File: src/rtl/mux_pkg.sv
// Shared constants for the round-robin stream mux: mode encoding and FSM state type.
package mux_pkg;

  localparam logic MODE_FIXED = 1'b0;
  localparam logic MODE_RR    = 1'b1;

  typedef enum logic {
    ST_IDLE   = 1'b0,
    ST_LOCKED = 1'b1
  } state_t;

endpackage

File: src/rtl/rr_arbiter.sv
// Combinational rotate-priority encoder: returns the first requester at or after ptr,
// wrapping past N_IN-1 back to 0.
module rr_arbiter #(
  parameter int N_IN  = 4,
  parameter int SEL_W = $clog2(N_IN)
) (
  input  logic [N_IN-1:0]  req,
  input  logic [SEL_W-1:0] ptr,
  output logic [SEL_W-1:0] gnt_idx,
  output logic             gnt_any
);

  // Walk from the farthest candidate back to ptr so the nearest requester wins last.
  always_comb begin
    gnt_idx = '0;
    gnt_any = 1'b0;
    for (int k = N_IN - 1; k >= 0; k--) begin
      if (req[(int'(ptr) + k) % N_IN]) begin
        gnt_idx = SEL_W'((int'(ptr) + k) % N_IN);
        gnt_any = 1'b1;
      end
    end
  end

endmodule

File: src/rtl/stream_mux_rr.sv
// N-channel valid/ready stream mux with fixed or round-robin channel choice, packet
// locking until in_last, and a single registered output stage.
module stream_mux_rr
  import mux_pkg::*;
#(
  parameter int WIDTH = 8,
  parameter int N_IN  = 4,
  parameter int SEL_W = $clog2(N_IN)
) (
  input  logic                    clk,
  input  logic                    rst_n,
  input  logic                    mode,
  input  logic [SEL_W-1:0]        sel,
  input  logic [N_IN*WIDTH-1:0]   in_data,
  input  logic [N_IN-1:0]         in_valid,
  input  logic [N_IN-1:0]         in_last,
  output logic [N_IN-1:0]         in_ready,
  output logic [WIDTH-1:0]        o_data,
  output logic [SEL_W-1:0]        o_ch,
  output logic                    o_last,
  output logic                    o_valid,
  input  logic                    o_ready,
  output logic                    fsm_state
);

  // Handshake: a beat moves on a channel or the output only on a clock edge where its
  // valid and ready are both high; the output register holds while o_valid & !o_ready.

  state_t             state;
  logic [SEL_W-1:0]   rr_ptr;
  logic [SEL_W-1:0]   lock_ch;
  logic [SEL_W-1:0]   gnt;
  logic [SEL_W-1:0]   arb_idx;
  logic [SEL_W-1:0]   next_ptr;
  logic               arb_any;
  logic               gnt_bit;
  logic               grant_valid;
  logic               can_load;
  logic               xfer;
  logic               sel_last;
  logic [WIDTH-1:0]   sel_data;

  rr_arbiter #(.N_IN(N_IN)) u_arb (
    .req     (in_valid),
    .ptr     (rr_ptr),
    .gnt_idx (arb_idx),
    .gnt_any (arb_any)
  );

  always_comb begin
    gnt = lock_ch;
    if (state == ST_IDLE) gnt = (mode == MODE_RR) ? arb_idx : sel;
  end

  // An out-of-range gnt (sel >= N_IN) matches no channel, so it never grants.
  always_comb begin
    gnt_bit  = 1'b0;
    sel_data = '0;
    sel_last = 1'b0;
    for (int i = 0; i < N_IN; i++) begin
      if (gnt == SEL_W'(i)) begin
        gnt_bit  = in_valid[i];
        sel_data = in_data[i*WIDTH +: WIDTH];
        sel_last = in_last[i];
      end
    end
  end

  assign grant_valid = (state == ST_IDLE && mode == MODE_RR) ? arb_any : gnt_bit;
  assign can_load    = !o_valid || o_ready;
  assign xfer        = can_load && grant_valid;
  assign next_ptr    = (gnt == SEL_W'(N_IN - 1)) ? '0 : gnt + SEL_W'(1);
  assign fsm_state   = state;

  always_comb begin
    in_ready = '0;
    for (int i = 0; i < N_IN; i++) begin
      in_ready[i] = can_load && grant_valid && (gnt == SEL_W'(i));
    end
  end

  always_ff @(posedge clk or negedge rst_n) begin
    if (!rst_n) begin
      state   <= ST_IDLE;
      rr_ptr  <= '0;
      lock_ch <= '0;
      o_valid <= 1'b0;
      o_data  <= '0;
      o_ch    <= '0;
      o_last  <= 1'b0;
    end else begin
      if (can_load) begin
        o_valid <= xfer;
        if (xfer) begin
          o_data <= sel_data;
          o_ch   <= gnt;
          o_last <= sel_last;
        end
      end
      if (xfer) begin
        if (sel_last) begin
          state  <= ST_IDLE;
          rr_ptr <= next_ptr;
        end else begin
          state   <= ST_LOCKED;
          lock_ch <= gnt;
        end
      end
    end
  end

endmodule
File: config.mk
export PLATFORM = sky130hd
export DESIGN_NAME = stream_mux_rr
export DESIGN_NICKNAME = d
export VERILOG_FILES = /design/src/rtl/mux_pkg.sv /design/src/rtl/rr_arbiter.sv /design/src/rtl/stream_mux_rr.sv
export SDC_FILE = /design/constraint.sdc
export NUM_CORES = 1
export LEC_CHECK = 0
export ABC_AREA = 1
export BUFFER_PORTS_ARGS = -buffer_cell sky130_fd_sc_hd__buf_2
export CELL_PAD_IN_SITES_DETAIL_PLACEMENT = 2
export CELL_PAD_IN_SITES_GLOBAL_PLACEMENT = 2
export CORE_UTILIZATION = 25
export CTS_BUF_LIST = sky130_fd_sc_hd__clkbuf_4 sky130_fd_sc_hd__clkbuf_8 sky130_fd_sc_hd__clkbuf_16
export CTS_CLUSTER_SIZE = 24
export DETAILED_ROUTE_END_ITERATION = 8
export GPL_ROUTABILITY_DRIVEN = 0
export GPL_TIMING_DRIVEN = 1
export PLACE_DENSITY = 0.93
export SYNTH_ARGS = -nofsm -noshare
export SYNTH_HDL_FRONTEND = slang
export SYNTH_SLANG_ARGS = --single-unit
export TNS_END_PERCENT = 100
File: constraint.sdc
create_clock -name clk -period 5.9 [get_ports clk]
set_clock_uncertainty 0.1 [all_clocks]
set_input_delay 0.295 -clock clk [delete_from_list [all_inputs] [get_ports clk]]
set_output_delay 0.295 -clock clk [all_outputs]
set_load 0.02 [all_outputs]
==> results of run 1 <==
==> per-stage QoR <==
stage,cell area [sq um],hold slack [ps],std cells
after floorplan,1350,-101,192
after global placement,1680,134,314
after detailed placement,1680,145,314
after CTS,1740,280,319
after global routing,1740,306,319
final,1740,280,319
==> cells by family (layout without fill, tap and decap cells) <==
group                      count (synthesis)  in the layout  synth area share (%)
AOI/OAI and AO/OA                         37             37                  17.7
xor gates and xnor gates                   1              1                 0.651
adders and majority gates                  4              4                  3.72
buffers and inverters                     30             87                  10.6
DFF                                       17             17                  31.6
and+or+nand+nor                          103            103                  35.7
==> synth_stat cells <==
library cell / n
ha_1: 4
or2_2: 1
o211ai_2: 1
o211ai_1: 8
nand3_4: 1
nand4_1: 1
o21ai_2: 1
inv_2: 3
nand3_1: 25
nand4_2: 1
o21ai_0: 1
nand2_2: 4
nand3_2: 1
nor2_1: 9
buf_6: 3
a21oi_1: 11
nor2_8: 1
inv_1: 16
o21a_1: 8
nand2_1: 58
xnor2_1: 1
buf_2: 4
nor2_2: 1
clkbuf_1: 3
o21ai_1: 6
inv_4: 1
dfrtp_1: 17
a31oi_1: 1
==> critical path: cells and delay by family, from the launching register on <==
family / cells / cell delay, ps
buffers and inverters: 3 / 560
flip-flops: 1 / 590
AO/OA/AOI/OAI: 2 / 350
AND/OR/NAND/NOR: 12 / 1290
adder cells (fa/ha/maj): 1 / 390
==> registers in the layout, indices dropped and copies added, names as in the netlist <==
register   count
o_ch           2
o_valid        1
fsm_state      1
lock_ch        2
rr_ptr         2
o_data         8
o_last         1
==> power groups by stage <==
| stage | Clock, mW | Sequential, mW | Combinational (mW) |
|---|---|---|---|
| finish | 0.0933 | 0.232 | 0.906 |
| global route | 0.0992 | 0.242 | 1.02 |
| CTS | 0.0953 | 0.234 | 0.919 |
| detailed placement | 0 | 0.235 | 0.913 |
| global placement | 0 | 0.230 | 0.870 |
| floorplan | 0 | 0.273 | 0.655 |
==> cells in the final DEF, fill, tap and decap left out <==
cell type / netlist / layout
inv_4: 1 / 1
clkbuf_8: 0 / 3
nand4_1: 1 / 1
o21ai_1: 6 / 6
nor2_2: 1 / 1
a31oi_1: 1 / 1
nor2_8: 1 / 1
nand3_4: 1 / 1
o21ai_2: 1 / 1
nand2_1: 58 / 58
xnor2_1: 1 / 1
o21ai_0: 1 / 1
buf_2: 4 / 62
o21a_1: 8 / 8
dlygate4sd3_1: 0 / 1
a21oi_1: 11 / 11
o211ai_2: 1 / 1
o211ai_1: 8 / 8
nor2_1: 9 / 9
dfrtp_1: 17 / 17
nand3_2: 1 / 1
nand4_2: 1 / 1
nand2_2: 4 / 4
ha_1: 4 / 4
inv_1: 16 / 16
clkbuf_4: 0 / 1
inv_2: 3 / 3
or2_2: 1 / 1
nand3_1: 25 / 25
==> what timing repair did <==
item,CTS,global route
resized for setup,0,0
hold buffers,1,0
hold endpoints to repair,17,0
==> layer usage <==
metal  global-route usage (%)  routed length, um
met5                        0                  0
met4                     4.32                 48
met3                     1.72                138
met2                     33.1               2450
met1                     24.2               2240
==> worst max-delay path by stage <==
stage,to,start,cells past startpoint
finish,in_ready[3],rr_ptr[0]$_DFFE_PN0P_,18
global route,in_ready[1],rr_ptr[0]$_DFFE_PN0P_,18
CTS,in_ready[1],rr_ptr[0]$_DFFE_PN0P_,18
detailed placement,o_data[2]$_DFFE_PN0P_,rr_ptr[0]$_DFFE_PN0P_,19
global placement,in_ready[1],rr_ptr[0]$_DFFE_PN0P_,17
floorplan,in_ready[0],rr_ptr[0]$_DFFE_PN0P_,18
==> cell type report <==
class,instances,area [sq um],area share [%]
Multi-Input combinational cell,145,777,44.7
Inverter,20,77.6,4.47
Clock buffer,4,48.8,2.81
Sequential cell,17,425,24.5
Tap cell,70,87.6,5.04
Timing Repair Buffer,63,320,18.4
==> out/metrics.yaml, run 1 <==
critical_path_arrival_ps: 3450
io_buffers: 62
die-width_um: 75.4
path_clk_slew_ps: 70
path_common_cell: "nand2_1"
pre_cts_slack_ps: 2320
cts_sinks: 17
worstReg2RegEnd: "o_data[7]$_DFFE_PN0P_"
clockBufferDepth: 2
p_leak_nw: 0.928
finalWorstPathRequiredPeriod_ps: 3850
grt_max_degree: 20
cts_tree: "yes"
switching_share_pct: 56.1
yosysTopAreaCell: "dfrtp_1"
vias: 1470
fmaxAchievable_mhz: 260
worstHoldStart: "in_data[29]"
start_kind: "register"
first_iter_violations: 69
start_util_pct: 26.2
syn_nets: 242
synth_cells: 192
post_cts_buffers: 0
clock_tree.root_cell: "clkbuf_8"
slew_headroom_pct: 72.3
final_antenna_net_count: 0
cts_buffers: 3
rows: 26
crit_slowest_cell: "dfrtp_1"
r2r-start: "rr_ptr[0]$_DFFE_PN0P_"
endpoint_kind: "output port"
min_path_type: "in2reg"
cap_violations: 0
p_comb_share_pct: 73.6
holdPathEnd: "o_data[5]$_DFFE_PN0P_"
ys_seq_elements: 17
required_ps: 5510
die_h_um: 75.4
track_usage_pct: 18.5
drc_errors: 0
grt_pass1_wl_um: 7870
routed_via_density: 4.61
wl_um: 4880
final_core_util_pct: 33.8
holdPathStages: 4
gr-total-overflow: 0
drv_slew: 0
p_sw_mw: 0.691
grt_pass1_vias: 1611
antenna_cells: 0
setup_violations: 0
coreArea_sq_mm: 0.00514
pwr-share-seq_pct: 18.9
rsz0062_at_grt: "no"
syn_area_sq_mm: 0.00135
worst_pin_slew_ps: 416
critPathMaxStageDelay_ps: 590
r2r_slack_ps: 2310
clk_latency_ps: 260
internal_power_mw: 0.541
syn_area_per_cell_sq_um: 7.01
yosysWarningCount: 0
min_period_over_period_pct: 65.2
power.total_mw: 1.23
tns_ps: 0
irDropWorstVdd_uv: 239
crit_chain: "nand2_1, o21ai_1, nand2_1, nand3_2, nand2_1, nand2_1, nand3_1, nand2_2, nand2_2, inv_1, ha_1, inv_1, o211ai_2, nand3_1, nand2_1, nand3_4, nor2_1, buf_2"
fin_ws_ps: 2050
path_class: "reg2out"
power-per-cell-area_mw_per_mm2: 709
crit_fanout: 12
nFillCells: 671
ys_seq_area_share_pct: 31.6
post_drt_wl_per_cell_um: 15.3
hold_viol: 0
synth.distinct_cells: 28
synth_top_area_share_pct: 31.6
antenna_found_initial: 0
dp_hpwl_um: 4060
outcome: "finished, final reports clean"
clock_power_share_pct: 7.6
reg2regPathDepth: 19
syn2layout_area_growth_pct: 29.1
fin_nets: 300
ys_top_cells_by_area: "dfrtp_1 32%, nand2_1 16%, nand3_1 9.3%"
io_pins: 63
drt_first_pass_iters: 4
drive_gt1_share_pct: 32.9
cts_max_level: 1
die_area_sq_mm: 0.00568
No activity file was read; power rests on OpenSTA's default activity.
==> run 2: changes to the inputs <==
CORE_UTILIZATION = 24   (was 25)
PLACE_DENSITY = 0.9   (was 0.93)
clock period = 3.92 ns   (was 5.9 ns; I/O delays follow)
==> run 2 against run 1 <==
Compared with the run above: worst hold slack worse by 110 ps; combinational power up 49%; utilization down 0.61 points; non-clock buffer count is the same; largest cell class unchanged; flip-flop and latch count unchanged; first-iteration DRC count increased by 33%; routed wire length is 5.2% lower; design area about the same; critical path type unchanged.
==> out/metrics.yaml, run 2 (same netlist as run 1, synthesis figures left out) <==
rsz0062_at_grt: "no"
most-common-layout-cells: "62 x buf_2, 58 x nand2_1, 25 x nand3_1"
dp_hpwl_um: 3900
seq_area_sq_um: 427
rows: 26
outcome: "finished, final reports clean"
crit_fanout: 12
nFillCells: 650
setup_violations: 0
die-width_um: 76.9
antenna_found_initial: 0
drv_slew: 0
cts_tree: "yes"
first_iter_violations: 92
critical_path_arrival_ps: 3350
final_antenna_net_count: 0
worst_pin_slew_ps: 425
syn2layout_area_growth_pct: 29.2
min_period_over_period_pct: 93.0
start_util_pct: 25.7
cts_max_level: 1
die_h_um: 76.9
grt_max_degree: 20
die_area_sq_mm: 0.00591
antenna_cells: 0
grt_pass1_wl_um: 7800
largest_reg_flops: 8
drt_first_pass_iters: 4
gr-total-overflow: 0
p_leak_nw: 0.927
final_core_util_pct: 33.2
clk_latency_ps: 260
irDropWorstVdd_uv: 401
path_class: "reg2out"
finalWorstPathRequiredPeriod_ps: 3650
wl_um: 4630
routed_via_density: 4.54
fin_nets: 300
drive_gt1_share_pct: 33.3
cts_buffers: 3
path_clk_slew_ps: 70
endpoint_kind: "output port"
layout_commonest_cell: "buf_2"
io_buffers: 62
multi_input_area_sq_um: 777
cts_sinks: 17
io_pins: 63
slew_headroom_pct: 71.7
post_cts_buffers: 0
cap_violations: 0
regMostFlops: "o_data"
fmaxAchievable_mhz: 274
start_kind: "register"
post_drt_wl_per_cell_um: 14.5
hold_slack_ps: 172
track_usage_pct: 16.6
required_ps: 3620
tns_ps: 0
min_path_type: "in2reg"
clock_tree.root_cell: "clkbuf_8"
coreArea_sq_mm: 0.00524
clockBufferDepth: 2
drc_errors: 0
power-per-cell-area_mw_per_mm2: 1060
grt_pass1_vias: 1610
hold_viol: 0
vias: 1449
[run 2: cell counts in the layout (fill, tap and decap cells not counted)]
Identical to the previous run, type by type.
[run 2: final cells by class]
class                      count  area share, %
multi-input combinational    145           44.7
sequential                    17           24.5
timing repair buffer          63           18.4
tap                           70           5.04
inverter                      20           4.46
clock buffer                   4           2.81
[run 2: what timing repair did]
action                                 CTS  global route
gates resized for setup                  0             1
endpoints found under the hold margin   17             0
setup endpoints to repair                0             4
hold buffers                             1             0
[run 2: worst paths after layout]
kind,start,end,slack (ps),depth (start not counted)
max in group asynchronous,rst_n,rr_ptr[0]$_DFFE_PN0P_,3140,2
worst max-delay path,rr_ptr[0]$_DFFE_PN0P_,in_ready[2],270,17
worst min-delay path,o_ready,o_valid$_DFFE_PN0P_,170,4
worst min register to register,o_ch[0]$_DFFE_PN0P_,o_ch[0]$_DFFE_PN0P_,390,2
worst max register to register,rr_ptr[0]$_DFFE_PN0P_,lock_ch[1]$_DFFE_PN0P_,480,19
min in group asynchronous,rst_n,o_data[7]$_DFFE_PN0P_,280,2
[run 2: critical path, stage by stage (launching register included)]
cell and delay (ps):
dfrtp_2 500, o21ai_1 330, nand2_1 140, nand3_2 100, nand2_1 50, nand2_1 50, nand3_1 90, nand2_2 90
nand2_2 90, inv_1 90, ha_1 400, inv_1 270, o211ai_2 130, nand3_1 90, nand2_1 120, nand3_4 190
nor2_1 170, buf_2 190
[run 2: metrics by stage]
stage	instance area (sq um)	setup slack [ps]	cells	total power [mW]
4_1_cts	1740	166	319	1.86
5_1_grt	1740	32.2	319	2.03
3_5_place_dp	1680	392	314	1.72
3_3_place_gp	1680	580	314	1.66
6_report	1740	273	319	1.84
2_1_floorplan	1350	1300	192	1.40
[run 2: layer usage]
layer  part of all wire [%]  wire length [um]  vias up  global-route usage [%]
li1                       -                 -      742                       -
met1                     48              2240      682                    21.7
met2                     48              2230       20                    28.2
met3                    2.2               104        5                    1.79
met4                    1.3                58        0                    5.19
met5                      0                 0        -                       0
[run 2: where the power goes]
part           leakage (nW)  internal, mW  switching, mW  total [mW]
Sequential            0.201         0.276         0.0725       0.349
Clock                0.0262        0.0793         0.0615       0.141
Combinational         0.700         0.459          0.894        1.35
Total                 0.927         0.815           1.03        1.84
==> run 3: changes to the inputs <==
CTS_BUF_LIST = not set   (was sky130_fd_sc_hd__clkbuf_4 sky130_fd_sc_hd__clkbuf_8 sky130_fd_sc_hd__clkbuf_16)
==> run 3 against run 2 <==
Compared with the run above: design area down 0.22%; power down 0.36%; largest cell class unchanged; die area unchanged; combinational power about the same; worst hold slack worse by 1.5 ps; setup slack worse by 3.3 ps; routed wire length about the same; critical path depth unchanged; register-to-register slack about the same; fmax about the same; clock power down 5%; sequential power about the same.
==> out/metrics.yaml, run 3 (same netlist as run 1, synthesis figures left out) <==
die_h_um: 76.9
cap_violations: 0
die-width_um: 76.9
endpoint_kind: "output port"
placed_cells: 314
track_usage_pct: 16.5
vias: 1457
p_sw_mw: 1.03
first_iter_violations: 86
rows: 26
switching_share_pct: 56.0
fin_nets: 300
post_drt_wl_per_cell_um: 14.5
slew_headroom_pct: 71.5
drive_gt1_share_pct: 32.9
gr-total-overflow: 0
antenna_cells: 0
cts_tree: "yes"
final_antenna_net_count: 0
outcome: "finished, final reports clean"
p_leak_nw: 0.924
fmaxAchievable_mhz: 274
crit_fanout: 12
path_clk_slew_ps: 70
setup_violations: 0
gr-usage-met1_pct: 21.6
path_common_cell: "nand2_1"
cts_buffers: 3
die_area_sq_mm: 0.00591
cts_sinks: 17
io_pins: 63
rsz0062_at_grt: "no"
power-per-cell-area_mw_per_mm2: 1060
syn2layout_area_growth_pct: 28.9
pwr-share-seq_pct: 19.0
gr-max-usage-layer: "met2"
min_path_type: "in2reg"
grt_pass1_wl_um: 7780
most-common-layout-cells: "62 x buf_2, 58 x nand2_1, 25 x nand3_1"
layout_commonest_cell: "buf_2"
irDropWorstVdd_uv: 413
worst_pin_slew_ps: 427
antenna_found_initial: 0
start_util_pct: 25.7
finalWorstPathRequiredPeriod_ps: 3650
required_ps: 3620
coreArea_sq_mm: 0.00524
clock_tree.root_cell: "clkbuf_8"
start_kind: "register"
crit_chain: "o21ai_1, nand2_1, nand3_2, nand2_1, nand2_1, nand3_1, nand2_2, nand2_2, inv_1, ha_1, inv_1, o211ai_2, nand3_1, nand2_1, nand3_4, nor2_1, buf_2"
min_period_over_period_pct: 93.1
internal_power_mw: 0.808
regMostFlops: "o_data"
drv_slew: 0
dp_hpwl_um: 3900
drt_first_pass_iters: 4
grt_max_degree: 20
largest_reg_flops: 8
io_buffers: 62
critical_path_arrival_ps: 3350
grt_pass1_vias: 1612
wl_um: 4630
routed_via_density: 4.57
stdcell_count: 319
grtUsageMet3_pct: 1.79
clk_latency_ps: 260
p_comb_share_pct: 73.7
clock_power_share_pct: 7.3
drc_errors: 0
hold_viol: 0
tns_ps: 0
met2_usage_pct: 28.3
nFillCells: 655
path_class: "reg2out"
critPathMaxStageDelay_ps: 500
crit_slowest_cell: "dfrtp_2"
clockBufferDepth: 2
cts_max_level: 1
## run 3: cell count changes in the layout (fill, tap and decap cells not counted)
cell / before / now
clkbuf_1: 0 / 1
clkbuf_4: 1 / 0
## run 3: worst paths after layout
kind / slack, ps / from / to / cells after the start
max: 270 / rr_ptr[0]$_DFFE_PN0P_ / in_ready[2] / 17
min: 170 / o_ready / o_valid$_DFFE_PN0P_ / 4
max reg2reg: 480 / rr_ptr[0]$_DFFE_PN0P_ / lock_ch[1]$_DFFE_PN0P_ / 19
min reg2reg: 390 / o_ch[0]$_DFFE_PN0P_ / o_ch[0]$_DFFE_PN0P_ / 2
max in group asynchronous: 3140 / rst_n / rr_ptr[0]$_DFFE_PN0P_ / 2
min in group asynchronous: 280 / rst_n / o_data[7]$_DFFE_PN0P_ / 2
## run 3: routing by layer
layer | up-vias | routed length, um
met5 | - | 0
met3 | 5 | 105
met2 | 20 | 2230
met4 | 0 | 58
li1 | 743 | -
met1 | 689 | 2230
## run 3: layout make-up
| class | instances | area [sq um] | share of cell area, % |
|---|---|---|---|
| tap | 70 | 87.6 | 5.05 |
| multi-input combinational | 145 | 777 | 44.8 |
| timing repair buffer | 63 | 320 | 18.5 |
| inverter | 20 | 77.6 | 4.47 |
| sequential | 17 | 427 | 24.6 |
| clock buffer | 4 | 45.0 | 2.60 |
## run 3: per-stage QoR
step | hold WS (ps) | worst slack [ps] | util (%) | area (sq um) | power, mW
6_report | 171 | 270 | 33.1 | 1730 | 1.84
5_1_grt | 194 | 31.3 | 33.1 | 1730 | 2.02
4_1_cts | 169 | 164 | 33.1 | 1730 | 1.86
3_5_place_dp | 45.9 | 392 | 32.0 | 1680 | 1.72
3_3_place_gp | 33.0 | 580 | 32.0 | 1680 | 1.66
2_1_floorplan | -200 | 1300 | - | 1350 | 1.40
## run 3: what timing repair did
item	4_1_cts	5_1_grt
gates resized for setup	0	1
buffers inserted	0	0
hold endpoints to repair	17	0
hold buffers	1	0
setup endpoints to repair	0	4
## run 3: power groups by stage
stage	Sequential, mW	Clock (mW)	Combinational [mW]
4_1_cts	0.350	0.140	1.37
6_report	0.349	0.134	1.35
3_5_place_dp	0.353	0	1.36
2_1_floorplan	0.411	0	0.985
5_1_grt	0.365	0.144	1.51
3_3_place_gp	0.351	0	1.31
## run 3: worst max-delay path, delay by kind of cell, from the launching register on
family	cells	cell delay, ps
AO/OA/AOI/OAI	2	460
flip-flops	1	500
AND/OR/NAND/NOR	11	1180
adder cells (fa/ha/maj)	1	400
buffers and inverters	3	550
